`src/rtl/input_debounce_pkg.sv`:
```
// Shared types and defaults for the button-conditioning stage in front of solo_squash.
// Holds the auto-repeat state encoding and the counter-width helper.
package input_debounce_pkg;

    typedef enum logic [1:0] {
        IDLE  = 2'b00,
        DELAY = 2'b01,
        RPT   = 2'b10
    } rpt_state_e;

    localparam int DEFAULT_DEBOUNCE_TICKS = 8;
    localparam int DEFAULT_REPEAT_DELAY   = 0;
    localparam int DEFAULT_REPEAT_TICKS   = 4;

    // One spare bit so a counter sized for n can always hold n-1 without wrapping.
    function automatic int count_width(input int n);
        return $clog2(n) + 1;
    endfunction

endpackage

```
`src/rtl/debounce_channel.sv`:
```
// One button channel: 2-FF synchroniser, tick-qualified debounce counter,
// debounced level with press/release strobes, and an optional hold-to-repeat FSM.
module debounce_channel
    import input_debounce_pkg::*;
#(
    parameter int DEBOUNCE_TICKS = DEFAULT_DEBOUNCE_TICKS,
    parameter int REPEAT_DELAY   = DEFAULT_REPEAT_DELAY,
    parameter int REPEAT_TICKS   = DEFAULT_REPEAT_TICKS,
    parameter bit REPEAT_EN      = 1'b0
) (
    input  logic clk,
    input  logic reset,
    input  logic tick,
    input  logic btn_in,
    output logic state_n,
    output logic press,
    output logic release_o
);

    localparam int CW = count_width(DEBOUNCE_TICKS);
    localparam int RMAX = (REPEAT_DELAY > REPEAT_TICKS) ?
                          ((REPEAT_DELAY > 1) ? REPEAT_DELAY : 1) :
                          ((REPEAT_TICKS > 1) ? REPEAT_TICKS : 1);
    localparam int RW = count_width(RMAX);
    localparam bit RPT_ON = REPEAT_EN && (REPEAT_DELAY > 0);

    localparam logic [CW-1:0] CNT_LAST = CW'(DEBOUNCE_TICKS - 1);
    localparam logic [RW-1:0] RD_LAST  = RW'((REPEAT_DELAY > 0) ? REPEAT_DELAY - 1 : 0);
    localparam logic [RW-1:0] RT_LAST  = RW'((REPEAT_TICKS > 0) ? REPEAT_TICKS - 1 : 0);

    logic          s1_q, s1_d;
    logic          s2_q, s2_d;
    logic          stable_q, stable_d;
    logic [CW-1:0] cnt_q, cnt_d;
    logic          press_q, press_d;
    logic          release_q, release_d;
    rpt_state_e    rstate_q, rstate_d;
    logic [RW-1:0] rcnt_q, rcnt_d;

    // NOTE: every variable gets a default at the top of always_comb so no path infers a latch.
    always_comb begin
        s1_d      = btn_in;
        s2_d      = s1_q;
        stable_d  = stable_q;
        cnt_d     = cnt_q;
        press_d   = 1'b0;
        release_d = 1'b0;
        rstate_d  = rstate_q;
        rcnt_d    = rcnt_q;

        if (s2_q == stable_q) begin
            cnt_d = '0;
        end else if (tick) begin
            if (cnt_q == CNT_LAST) begin
                stable_d  = s2_q;
                cnt_d     = '0;
                press_d   = s2_q;
                release_d = ~s2_q;
            end else begin
                cnt_d = cnt_q + CW'(1);
            end
        end

        if (RPT_ON) begin
            unique case (rstate_q)
                IDLE: begin
                    if (press_d) begin
                        rstate_d = DELAY;
                        rcnt_d   = '0;
                    end
                end
                DELAY: begin
                    if (tick) begin
                        if (rcnt_q == RD_LAST) begin
                            press_d  = 1'b1;
                            rstate_d = RPT;
                            rcnt_d   = '0;
                        end else begin
                            rcnt_d = rcnt_q + RW'(1);
                        end
                    end
                end
                RPT: begin
                    if (tick) begin
                        if (rcnt_q == RT_LAST) begin
                            press_d = 1'b1;
                            rcnt_d  = '0;
                        end else begin
                            rcnt_d = rcnt_q + RW'(1);
                        end
                    end
                end
                default: begin
                    rstate_d = IDLE;
                    rcnt_d   = '0;
                end
            endcase

            // An accepted release wins over any repeat pulse due on the same edge.
            if (release_d) begin
                press_d  = 1'b0;
                rstate_d = IDLE;
                rcnt_d   = '0;
            end
        end
    end

    // NOTE: state registers use non-blocking assignments so every flop samples pre-edge values.
    always_ff @(posedge clk) begin
        if (reset) begin
            s1_q      <= 1'b0;
            s2_q      <= 1'b0;
            stable_q  <= 1'b0;
            cnt_q     <= '0;
            press_q   <= 1'b0;
            release_q <= 1'b0;
            rstate_q  <= IDLE;
            rcnt_q    <= '0;
        end else begin
            s1_q      <= s1_d;
            s2_q      <= s2_d;
            stable_q  <= stable_d;
            cnt_q     <= cnt_d;
            press_q   <= press_d;
            release_q <= release_d;
            rstate_q  <= rstate_d;
            rcnt_q    <= rcnt_d;
        end
    end

    assign state_n   = ~stable_q;
    assign press     = press_q;
    assign release_o = release_q;

endmodule

```
`src/rtl/input_debounce.sv`:
```
// Debounced button front end for solo_squash: one debounce_channel per raw input.
// The release strobe port is release_o because 'release' is a reserved word.
module input_debounce
    import input_debounce_pkg::*;
#(
    parameter int                  N_INPUTS       = 4,
    parameter int                  DEBOUNCE_TICKS = DEFAULT_DEBOUNCE_TICKS,
    parameter int                  REPEAT_DELAY   = DEFAULT_REPEAT_DELAY,
    parameter int                  REPEAT_TICKS   = DEFAULT_REPEAT_TICKS,
    parameter logic [N_INPUTS-1:0] REPEAT_MASK    = N_INPUTS'(4'b1100)
) (
    input  logic                clk,
    input  logic                reset,
    input  logic                tick,
    input  logic [N_INPUTS-1:0] btn_in,
    output logic [N_INPUTS-1:0] state_n,
    output logic [N_INPUTS-1:0] press,
    output logic [N_INPUTS-1:0] release_o,
    output logic                any_held
);

    for (genvar i = 0; i < N_INPUTS; i++) begin : g_ch
        debounce_channel #(
            .DEBOUNCE_TICKS (DEBOUNCE_TICKS),
            .REPEAT_DELAY   (REPEAT_DELAY),
            .REPEAT_TICKS   (REPEAT_TICKS),
            .REPEAT_EN      (REPEAT_MASK[i])
        ) u_ch (
            .clk       (clk),
            .reset     (reset),
            .tick      (tick),
            .btn_in    (btn_in[i]),
            .state_n   (state_n[i]),
            .press     (press[i]),
            .release_o (release_o[i])
        );
    end

    assign any_held = |(~state_n);

endmodule

```
`config.mk`:
```
export PLATFORM = sky130hd
export DESIGN_NAME = input_debounce
export DESIGN_NICKNAME = d
export VERILOG_FILES = /design/src/rtl/input_debounce_pkg.sv /design/src/rtl/debounce_channel.sv /design/src/rtl/input_debounce.sv
export SDC_FILE = /design/constraint.sdc
export NUM_CORES = 1
export LEC_CHECK = 0
export CORE_ASPECT_RATIO = 0.8
export CORE_UTILIZATION = 42
export DETAILED_ROUTE_END_ITERATION = 10
export PLACE_DENSITY_LB_ADDON = 0.1
export SYNTH_ARGS = -nofsm -noshare
export SYNTH_HDL_FRONTEND = slang
export SYNTH_SLANG_ARGS = --single-unit
```
`constraint.sdc`:
```
create_clock -name clk -period 2.3 [get_ports clk]
set_clock_uncertainty 0.15 [all_clocks]
set_input_delay 0.23 -clock clk [delete_from_list [all_inputs] [get_ports clk]]
set_output_delay 0.23 -clock clk [all_outputs]
set_load 0.01 [all_outputs]
```
======== After elaboration in Yosys (flattened, before gate mapping) ========
Cells that the tools add are included.
storage, ports and cells
  register bits ........................... 36
  output and inout bits ................... 13
operators by class
  reductions and logical operators ........ 13
  multiplexer cells ....................... 4
  add/subtract/negate cells ............... 4
  bitwise logic cells ..................... 18
  equality and inequality tests ........... 8
operator list
  cell                                                                   count
  4-bit OR reduction                                                     5
  1-bit NOT                                                              17
  4-bit by 1-bit adder with 4-bit output, second input constant          4
  4-bit by 3-bit equality test with 1-bit output, second input constant  4
  4-bit 2-to-1 mux                                                       4
  3-bit AND reduction                                                    4
  2-bit OR reduction                                                     4
  1-bit equality test                                                    4
  4-bit NOT                                                              1

======== Depth between registers and ports, before layout ========
  word-level depth ........................ 3
  gate-level depth with buffers ........... 4
  mapped depth without buffers ............ 4

======== Hierarchy ========
From an unflattened synthesis, not the netlist that was laid out.
unflattened totals
  cells, all modules ...................... 137
  area, all modules ....................... 1372.6 um2
by module, submodules not included
  module            area each (um2)  seq. area each (um2)  cells an instance  instances
  debounce_channel  341.6            180.2                 34                 4
  input_debounce    6.3              0.0                   1                  1

======== Least setup slack after synthesis ========
No wires, ideal clock.
  kind .................................... flip-flop to flip-flop
  start point ............................. register g_ch[1].u_ch.cnt_q[0]
  end point ............................... register g_ch[1].u_ch.stable_q
  setup slack ............................. 1.162 ns
  stages on the path, launching flop included .. 5
  setup time .............................. 0.117 ns
  data arrival time ....................... 0.871 ns
  buffers on the path ..................... 0
  data required time ...................... 2.033 ns
  path through ............................ dfxtp_1 > ha_1 > nand4b_2 > mux2i_1 > nor2_1
between the ends
  longest elaborated chain between the ends .. 2
RTL lines
  what                                            RTL line                 RTL
  from (decl)                                     debounce_channel.sv:34   logic [CW-1:0] cnt_q, cnt_d;
  from (signal assigned)                          debounce_channel.sv:123  cnt_q <= cnt_d;
  4-bit by 3-bit equality test with 1-bit output  debounce_channel.sv:54   if (cnt_q == CNT_LAST) begin
  3-bit AND reduction (no source line)            -
  to (signal assigned)                            debounce_channel.sv:122  stable_q <= stable_d;
  to (decl)                                       debounce_channel.sv:33   logic stable_q, stable_d;
No other way between the ends.
A chain may end at the register's enable or synchronous reset.

======== Final worst setup path ========
  start point ............................. register g_ch[0].u_ch.stable_q
  end point ............................... output any_held
between the ends
  longest elaborated chain between the ends .. 3
RTL lines
  what                    RTL line                 RTL
  from (decl)             debounce_channel.sv:33
  from (signal assigned)  debounce_channel.sv:122
  1-bit NOT               debounce_channel.sv:131  assign state_n = ~stable_q;
  4-bit NOT               input_debounce.sv:39     assign any_held = |(~state_n);
  4-bit OR reduction      input_debounce.sv:39
  to (decl)               input_debounce.sv:19     output logic any_held
No other way between the ends.

==> metrics.csv <==
stage,metric,value,unit
status,status,finished clean,
timing,WHS,0.300,ns
timing,FMAX,567,MHz
drt,max layer used,met4,
cts,CTS buffer count,5,
cells_and_area,area of the multi-input gates,627,um2
logic_synthesis,Syn Inst Count,146,
logic_synthesis,Synth cell types,18,
cts,Root Driver,clkbuf_8,
cts,CTS tree,done,
critical_path,flop2flop setup slack,1.03,ns
floorplan,area of the core,3220,um2
timing,"Slew Viols, Final",0,
grt,gr ovfl total,0,
grt,largest net degree at the start of global routing,29,
critical_path,Worst EP arrival,1.38,ns
cts,Post-CTS Hold Fix Bufs,0,
timing,unrepaired setup endpoints after global routing,no,
logic_synthesis,area share of the largest cell type after synthesis,0.486,
timing,Hold Fails Final Rpt,0,
cells_and_area,storage element area,721,um2
cts,clock latency on the worst-skew pair,0.29,ns
worst_hold_path,HP Class,reg -> reg,
flow_run,max_cap viols,0,
cells_and_area,most frequent cells in the layout,"dfxtp_1 (36), clkdlybuf4s50_1 (19), nor2_1 (12)",
cells_and_area,diodes inserted,0,
timing,Setup TNS Final,0,ns
cells_and_area,Final #Nets,168,
cts,Post-CTS Setup Bufs,0,
power,static leakage,0.741,nW
timing,fin crit period,1.76,ns
critical_path,Critical Path End Type,primary output,
timing,final setup fails,0,
timing,fin crit share,0.766,
cells_and_area,"Core Util, Final",0.536,
placed_design,Setup WS pre-CTS,0.588,ns
cells_and_area,FILL cells,294,
drt,wire per inst,11.8,um
logic_synthesis,Mapped Area,1480,um2
drt,Routed WL,2330,um
drt,drt pass-1 iters,4,
floorplan,Die Footprint,3770,um2
critical_path,"Req. time, crit path",1.92,ns
grt,vias in the first global route,862,
timing,Least-Margin Pin Slew,0.280,ns
power,pwr/cell area,707,nW/um2
cts,CTS H-Tree Depth,2,
placed_design,HPWL after DPL,1640,um
floorplan,Die H,55.1,um
cts,clk buf depth,2,
grt,first-pass GRT wire length,3700,um
floorplan,die width,68.4,um
logic_synthesis,cell taking the most area after synthesis,dfxtp_1,
logic_synthesis,Ys Warns,0,
cts,CTS resizes,0,
drt,met2 wire len,1040,um
critical_path,"Worst Path Class, Setup",reg -> out,
placed_design,Port Buffers,19,
cells_and_area,layout cells sized above 1,0.0823,
drt,post-route ant nets,0,
drt,DR DRC count,0,
power,VDD IR max,0.446,mV
drt,drt via density,4.78,
critical_path,crit path max fanout,4,
drt,DRT iter0 DRCs,50,
cts,clock slew at reported path FFs,0.07,ns
grt,total track usage,0.145,
critical_path,CP startpoint kind,flip-flop,
logic_synthesis,syn nets,157,
timing,worst setup margin,0.538,ns
cells_and_area,Syn-to-layout area delta,16.4,%
logic_synthesis,dominant cells by area after synthesis,"dfxtp_1 (49%), buf_4 (7.1%), mux2i_1 (5.4%), xor2_1 (4.7%), nand4b_2 (4.1%)",
floorplan,I/O pin cnt,20,
logic_synthesis,synthesized area per cell,10.2,um2
drt,via count,947,
logic_synthesis,Synth Register Bits,36,
cells_and_area,"commonest non-fill, non-tap cell in the layout",dfxtp_1,
cts,TritonCTS Sinks,36,
logic_synthesis,post-synthesis sequential area ratio,0.486,
drt,met3 WL,85,um
timing,Slew Limit Headroom,0.813,
grt,initial antenna violation count,0,
floorplan,row cnt,18,
floorplan,starting density of the core,0.460,
placed_design,RD Place Congestion,0.649,
drt,wl on met1,1140,um
## layer usage
layer  GRT usage  vias up
li1            -      495
met5           0        -
met1       0.170      428
met4       0.104        0
met2       0.217       17
met3      0.0553        7
## metrics by stage
| step | std cells | cell area, um2 | power [mW] |
|---|---|---|---|
| final | 198 | 1730 | 1.22 |
| after global routing | 198 | 1730 | 1.27 |
| after CTS | 198 | 1730 | 1.24 |
| after detailed placement | 190 | 1620 | 0.693 |
| after global placement | 190 | 1620 | 0.692 |
| after floorplan | 146 | 1480 | 0.678 |
## critical path, cell delays in order (launching register included)
cell and delay (ns):
dfxtp_1 0.36, inv_1 0.10, nand4_1 0.09, clkdlybuf4s50_1 0.54
## Yosys cell counts
cell and instances:
nand4_1 5, xor2_1 8, xnor2_1 4, dfxtp_1 36, a21oi_1 4, nand4b_2 4, nand2b_1 8, inv_1 4
and3_1 8, ha_1 4, nor2b_1 8, nor3_1 8, a21o_1 4, nor2_1 12, nand2_1 4, buf_2 3
buf_4 14, mux2i_1 8
## kinds of logic after synthesis
kind of cell    after synthesis  synth area share
mux                           8            0.0540
simple gates                 57             0.230
fa+ha+maj                     4            0.0338
compound gates                8            0.0338
xor+xnor                     12            0.0709
flops                        36             0.486
buf+inv                      21            0.0911
## cell type report
| cell class | count | area share |
|---|---|---|
| clock buffer | 6 | 0.0421 |
| multi-input combinational | 89 | 0.363 |
| tap | 40 | 0.0290 |
| clock inverter | 2 | 0.0203 |
| inverter | 4 | 0.00870 |
| sequential | 36 | 0.418 |
| timing repair buffer | 21 | 0.119 |
## worst paths after layout
kind	to	depth (start not counted)	startpoint
max	any_held	3	g_ch[0].u_ch.stable_q
min	g_ch[0].u_ch.s2_q	1	g_ch[0].u_ch.s1_q
max reg2reg	g_ch[2].u_ch.stable_q	4	g_ch[2].u_ch.cnt_q[0]
min reg2reg	g_ch[0].u_ch.s2_q	1	g_ch[0].u_ch.s1_q
## registers in the layout, summed over array words and instances, names as in the netlist
name and flops:
g_ch.u_ch.s1_q 4, g_ch.u_ch.s2_q 4, g_ch.u_ch.cnt_q 16, g_ch.u_ch.stable_q 4
g_ch.u_ch.release_o 4, g_ch.u_ch.press 4
## power by group
group          leakage [nW]  switching, mW  internal (mW)
sequential            0.292        0.00383          0.631
clock                0.0552          0.220          0.321
combinational         0.394         0.0213         0.0222
Power figures use the tool's default switching activity.
